==> src/rtl/mio_bus.sv <==
`default_nettype none
// ============================================================================
//  Module   : mio_bus
//  Purpose  : Memory/IO bus controller behind the multi-cycle CPU MIO port.
//             Serves one request at a time. Decodes the address to block RAM,
//             the LED/switch port, the 7-segment register or a free-running
//             counter, and returns a one-cycle mio_ready completion pulse.
//  Ports    : clk, reset              - clock, synchronous active-high reset
//             cpu_mio, mem_w          - request valid, write(1)/read(0)
//             addr_bus, cpu_data_out  - byte address and write data from CPU
//             cpu_data_in, mio_ready  - registered read data, done pulse
//             ram_addr, ram_data_in,
//             ram_we, ram_data_out    - block RAM port (word addressed)
//             switches, gpio_led      - board switches, LED register
//             seg7_data               - 7-segment display register
//  Revision : 1.0 - initial release
// ============================================================================
module mio_bus #(
  parameter int RAM_WAIT_CYC = 2
) (
  input  logic        clk,
  input  logic        reset,
  input  logic        cpu_mio,
  input  logic        mem_w,
  input  logic [31:0] addr_bus,
  input  logic [31:0] cpu_data_out,
  output logic [31:0] cpu_data_in,
  output logic        mio_ready,
  output logic [9:0]  ram_addr,
  output logic [31:0] ram_data_in,
  output logic        ram_we,
  input  logic [31:0] ram_data_out,
  input  logic [15:0] switches,
  output logic [15:0] gpio_led,
  output logic [31:0] seg7_data
);

  localparam logic [31:0] C_SEG7_ADDR = 32'hE000_0000;
  localparam logic [31:0] C_GPIO_ADDR = 32'hF000_0000;
  localparam logic [31:0] C_CNT_ADDR  = 32'hF000_0004;

  localparam int WCNT_W = (RAM_WAIT_CYC > 1) ? $clog2(RAM_WAIT_CYC) : 1;
  localparam logic [WCNT_W-1:0] C_WCNT_LAST = WCNT_W'(RAM_WAIT_CYC - 1);

  typedef enum logic [1:0] {
    S_IDLE     = 2'd0,
    S_RAM_WAIT = 2'd1,
    S_DONE     = 2'd2
  } state_t;

  state_t            r_state;
  state_t            w_next_state;
  logic [WCNT_W-1:0] r_wcnt;
  logic [9:0]        r_word;
  logic [31:0]       r_wdata;
  logic              r_wr;
  logic [31:0]       r_counter;

  logic              w_is_ram;
  logic              w_is_seg7;
  logic              w_is_gpio;
  logic              w_is_cnt;
  logic              w_capture;
  logic              w_wait_last;
  logic [31:0]       w_io_rdata;

  // Decode works on the live bus: it only matters in the capture cycle.
  assign w_is_ram    = (addr_bus[31:12] == 20'd0);
  assign w_is_seg7   = (addr_bus == C_SEG7_ADDR);
  assign w_is_gpio   = (addr_bus == C_GPIO_ADDR);
  assign w_is_cnt    = (addr_bus == C_CNT_ADDR);
  assign w_capture   = (r_state == S_IDLE) && cpu_mio;
  assign w_wait_last = (r_wcnt == C_WCNT_LAST);

  // RAM port comes straight from the captured request; the write strobe is
  // confined to the first wait cycle so a write lands exactly once.
  assign ram_addr    = r_word;
  assign ram_data_in = r_wdata;
  assign ram_we      = (r_state == S_RAM_WAIT) && (r_wcnt == '0) && r_wr;

  // IO read mux; unmapped addresses read as zero.
  always_comb begin
    w_io_rdata = '0;
    if (w_is_seg7) begin
      w_io_rdata = seg7_data;
    end else if (w_is_gpio) begin
      w_io_rdata = {16'h0000, switches};
    end else if (w_is_cnt) begin
      w_io_rdata = r_counter;
    end
  end

  always_ff @(posedge clk) begin
    if (reset) begin
      r_state <= S_IDLE;
    end else begin
      r_state <= w_next_state;
    end
  end

  always_comb begin
    w_next_state = r_state;
    case (r_state)
      S_IDLE: begin
        if (cpu_mio) begin
          w_next_state = w_is_ram ? S_RAM_WAIT : S_DONE;
        end
      end
      S_RAM_WAIT: begin
        if (w_wait_last) begin
          w_next_state = S_DONE;
        end
      end
      S_DONE:  w_next_state = S_IDLE;
      default: w_next_state = S_IDLE;
    endcase
  end

  always_ff @(posedge clk) begin
    if (reset) begin
      r_wcnt      <= '0;
      r_word      <= '0;
      r_wdata     <= '0;
      r_wr        <= 1'b0;
      r_counter   <= '0;
      cpu_data_in <= '0;
      mio_ready   <= 1'b0;
      gpio_led    <= '0;
      seg7_data   <= '0;
    end else begin
      // Pulse is high exactly while the FSM sits in DONE.
      mio_ready <= (w_next_state == S_DONE);
      // Free-running count; a counter write below overrides it on that edge.
      r_counter <= r_counter + 32'd1;

      case (r_state)
        S_IDLE: begin
          r_wcnt <= '0;
          if (w_capture) begin
            r_word  <= addr_bus[11:2];
            r_wdata <= cpu_data_out;
            r_wr    <= mem_w;
            if (!w_is_ram) begin
              if (mem_w) begin
                if (w_is_seg7) seg7_data <= cpu_data_out;
                if (w_is_gpio) gpio_led  <= cpu_data_out[15:0];
                if (w_is_cnt)  r_counter <= cpu_data_out;
              end else begin
                cpu_data_in <= w_io_rdata;
              end
            end
          end
        end
        S_RAM_WAIT: begin
          r_wcnt <= r_wcnt + WCNT_W'(1);
          if (w_wait_last && !r_wr) begin
            cpu_data_in <= ram_data_out;
          end
        end
        default: begin
          r_wcnt <= '0;
        end
      endcase
    end
  end

endmodule
`default_nettype wire

==> config.mk <==
export PLATFORM = sky130hd
export DESIGN_NAME = mio_bus
export DESIGN_NICKNAME = d
export VERILOG_FILES = /design/src/rtl/mio_bus.sv
export SDC_FILE = /design/constraint.sdc
export NUM_CORES = 1
export LEC_CHECK = 0
export BUFFER_PORTS_ARGS = -buffer_cell sky130_fd_sc_hd__buf_4
export CELL_PAD_IN_SITES_DETAIL_PLACEMENT = 0
export CELL_PAD_IN_SITES_GLOBAL_PLACEMENT = 1
export CORE_ASPECT_RATIO = 1.75
export CORE_MARGIN = 1.5
export CORE_UTILIZATION = 37
export CTS_CLUSTER_DIAMETER = 50
export CTS_CLUSTER_SIZE = 24
export DETAILED_ROUTE_END_ITERATION = 16
export PLACE_DENSITY_LB_ADDON = 0.12
export SLEW_MARGIN = 20
export SYNTH_ARGS = -nofsm -noshare
export SYNTH_HDL_FRONTEND = slang
export SYNTH_SLANG_ARGS = --single-unit
export TNS_END_PERCENT = 30
==> constraint.sdc <==
create_clock -name clk -period 2.7 [get_ports clk]
set_input_delay 0.135 -clock clk [delete_from_list [all_inputs] [get_ports clk]]
set_output_delay 0.135 -clock clk [all_outputs]
set_load 0.01 [all_outputs]
==> results.py <==
metrics = {
    "outcome": {
        "outcome": "complete, no violations",
    },
    "yosys": {
        "syn_nets": 963,
        "yosys_warnings": 0,
        "ys_types": 50,
        "synth-seq-cells": 159,
        "synth_fa_ha_area_share_pct": 0.170,
        "avgSynthCellArea_um2": 8.69,
        "synth-simple-area-share_pct": 20.9,
        "synthFlopType": "dfxtp_1",
        "synth_area_um2": 7350,
        "synth_top_family_by_area": "compound AO/OA/AOI/OAI gates",
        "seq_area_frac_synth_pct": 43.3,
        "synth_edf_count": 0,
        "async_reset_ff_share_pct": 0,
        "synth_xor_xnor_area_share_pct": 3.10,
        "synth.area.mux_share_pct": 6.67,
        "synthCells": 846,
        "synth_compound_area_share_pct": 21.1,
    },
    "layout": {
        "diodes": 0,
        "register_area_um2": 3180,
        "fillCellCount": 1933,
        "num-nets-final": 1218,
        "drive_gt1_share_pct": 29.0,
        "syn_to_final_growth_pct": 41.8,
        "multiInputGateArea_um2": 3860,
    },
    "cts": {
        "clk_latency_ns": 0.44,
        "clockBufferDepth": 2,
        "cts_resized": 0,
        "cts-root-buf": "clkbuf_16",
        "cts.sinks": 159,
        "h-tree-depth": 4,
        "cts_tree": "yes",
        "clkSlewWorstSetupHoldPaths_ns": 0.06,
        "numCtsBuffers": 17,
    },
    "grt": {
        "grt_antenna_before_repair": 0,
        "first_global_vias": 7296,
        "grt.total_usage_pct": 24.2,
        "grt_overflow": 0,
        "grt_max_degree": 100,
        "grt_pass1_wl_um": 38600,
    },
    "pwr": {
        "power_per_cell_area_nw_per_um2": 532,
        "p_total_uw": 5540,
        "p_leak_uw": 0.00409,
        "peakVddDrop_v": 0.000434,
    },
    "timing": {
        "finalHoldViolCount": 0,
        "clock_skew_ns": 0.00640,
        "setup_viol": 0,
        "slew_violations": 0,
        "fin_setup_tns_ns": 0,
        "fmaxAchievable_ghz": 0.423,
        "holdWs_ns": 0.0106,
        "worst_slew_pin_slew_ns": 0.882,
        "slew_headroom_pct": 41.2,
        "fin_crit_sh_pct": 87.5,
        "min_period_ns": 2.36,
        "rsz0062_at_grt": "no",
    },
    "worst_setup_path": {
        "crit_type": "in -> reg",
        "critPathRequiredTime_ns": 3.05,
        "critPathArrivalTime_ns": 2.71,
        "crit_path_start_kind": "primary input",
        "ff2ff_path_depth": 6,
        "crit_fanout": 38,
        "reg2reg_slack_ns": 0.50,
        "crit_path_end_kind": "flop",
    },
    "min_path": {
        "hold_class": "in -> reg",
        "min_path_cells": 3,
    },
    "routing": {
        "drc": 0,
        "routed_wl_um": 24900,
        "route.vias.total": 7256,
        "post_drt_wl_per_cell_um": 18.3,
        "first_pass_iters": 4,
        "drtAntennaViolNets": 0,
        "drt_iter0_markers": 352,
        "vias_per_cell": 5.34,
    },
    "placement": {
        "hpwl_um": 17700,
        "place_congestion": 0.805,
        "portBuffers": 239,
    },
    "job": {
        "drv_cap": 0,
    },
    "floorplan": {
        "die-area_um2": 20800,
        "ios": 240,
        "core_area_um2": 19600,
        "rows": 68,
        "dieHeight_um": 189,
        "start_util_pct": 37.6,
        "die_x_um": 110,
    },
}
## metrics by stage
stage | worst slack (ns) | cells | util (%) | cell area, um^2
CTS | 0.361 | 1359 | 53.3 | 10400
detailed placement | 0.441 | 1283 | 47.8 | 9360
global route | 0.202 | 1359 | 53.3 | 10400
finish | 0.336 | 1359 | 53.3 | 10400
floorplan | 0.738 | 846 | - | 7350
global placement | 0.480 | 1283 | 47.8 | 9360
## worst paths after layout
check,end,startpoint
max,r_counter[19],addr_bus[9]
min,cpu_data_in[2],ram_data_out[2]
max reg2reg,r_counter[19],r_state[1]
min reg2reg,ram_addr[1],ram_addr[1]
## sequential cells by signal, indices dropped and copies added, names as in the netlist
register / cells
gpio_led: 16
ram_addr: 10
cpu_data_in: 32
r_state: 2
r_wcnt: 1
r_wr: 1
r_counter: 32
seg7_data: 32
mio_ready: 1
ram_data_in: 32
## report_power, final
group	leakage, uW	internal, uW	switching, uW
Combinational	0.00250	272	294
Clock	0.000297	1570	987
Sequential	0.00129	2390	26.5
Total	0.00409	4240	1310
## layout by cell type (no fill, tap or decap), types with 8 or more instances in the layout
| master | synthesis | routed |
|---|---|---|
| buf_4 | 1 | 261 |
| dfxtp_1 | 159 | 159 |
| nand2_1 | 98 | 97 |
| a21oi_1 | 94 | 94 |
| nor2_1 | 56 | 56 |
| mux2i_1 | 49 | 49 |
| dlygate4sd3_1 | 0 | 44 |
| nand3_1 | 42 | 42 |
| o21ai_0 | 42 | 42 |
| a211oi_1 | 27 | 27 |
| and2_1 | 19 | 19 |
| xnor2_1 | 19 | 19 |
| o31ai_1 | 18 | 18 |
| clkbuf_16 | 0 | 17 |
| a22oi_1 | 16 | 16 |
| o22ai_1 | 16 | 16 |
| nor3_1 | 13 | 13 |
| nand4_1 | 13 | 13 |
| o2bb2ai_2 | 10 | 10 |
| inv_1 | 8 | 8 |
| nor4_4 | 6 | 8 |
## worst max-delay path, cell delays in order
cell	delay, ns
dlygate4sd3_1	0.55
buf_4	0.14
nor4b_1	0.30
nand4_1	0.16
or4_2	0.73
buf_4	0.28
o31a_1	0.15
a211oi_1	0.24
## cells by family after synthesis
kind of cell,count (synthesis)
and+or+nand+nor,290
buffers and inverters,78
DFF,159
AOI/OAI and AO/OA,243
adders and majority gates,1
xor gates and xnor gates,26
muxes,49
## cell usage after synthesis (4+ instances only)
library cell | n | area, um^2
o2bb2ai_1 | 6 | 52.6
and2_1 | 19 | 119
and3_1 | 6 | 37.5
o21ai_0 | 42 | 210
dfxtp_1 | 159 | 3180
o21ai_1 | 7 | 35.0
a22oi_1 | 16 | 120
or4_1 | 7 | 52.6
nor2_1 | 56 | 210
o22ai_1 | 16 | 100
clkbuf_1 | 48 | 180
inv_1 | 8 | 30.0
a21oi_1 | 94 | 470
nor4_1 | 7 | 43.8
and4_1 | 5 | 43.8
mux2i_1 | 49 | 490
a211oi_1 | 27 | 203
nand2_1 | 98 | 368
buf_2 | 15 | 75.1
o2bb2ai_2 | 10 | 150
xor2_1 | 7 | 61.3
buf_6 | 4 | 45.0
nor3_1 | 13 | 65.1
xnor2_1 | 19 | 166
nor4_4 | 6 | 128
nand4_1 | 13 | 81.3
nand3_1 | 42 | 210
o31ai_1 | 18 | 135
## timing repair
item,CTS,global route
endpoints found under the hold margin,94,0
hold buffers,44,0
buffers inserted,0,0
## metal layers
layer / wire, um / part of all wire (%) / vias to the layer above / global-route usage (%)
met2: 13600 / 54 / 193 / 45.0
met5: 0 / 0 / - / 0
met1: 9570 / 38 / 3453 / 26.4
met3: 1100 / 4.4 / 46 / 4.78
met4: 672 / 2.7 / 0 / 8.74
li1: - / - / 3564 / -
## area by class of cell
cell class	count	area share, %
multi-input cells	609	37.0
flip-flops and latches	159	30.5
repair buffers	306	23.2
clock buffers	23	4.78
well taps	245	2.94
clock inverters	9	1.25
inverters	8	0.288
Note: power is estimated with default switching activity, not from simulation.
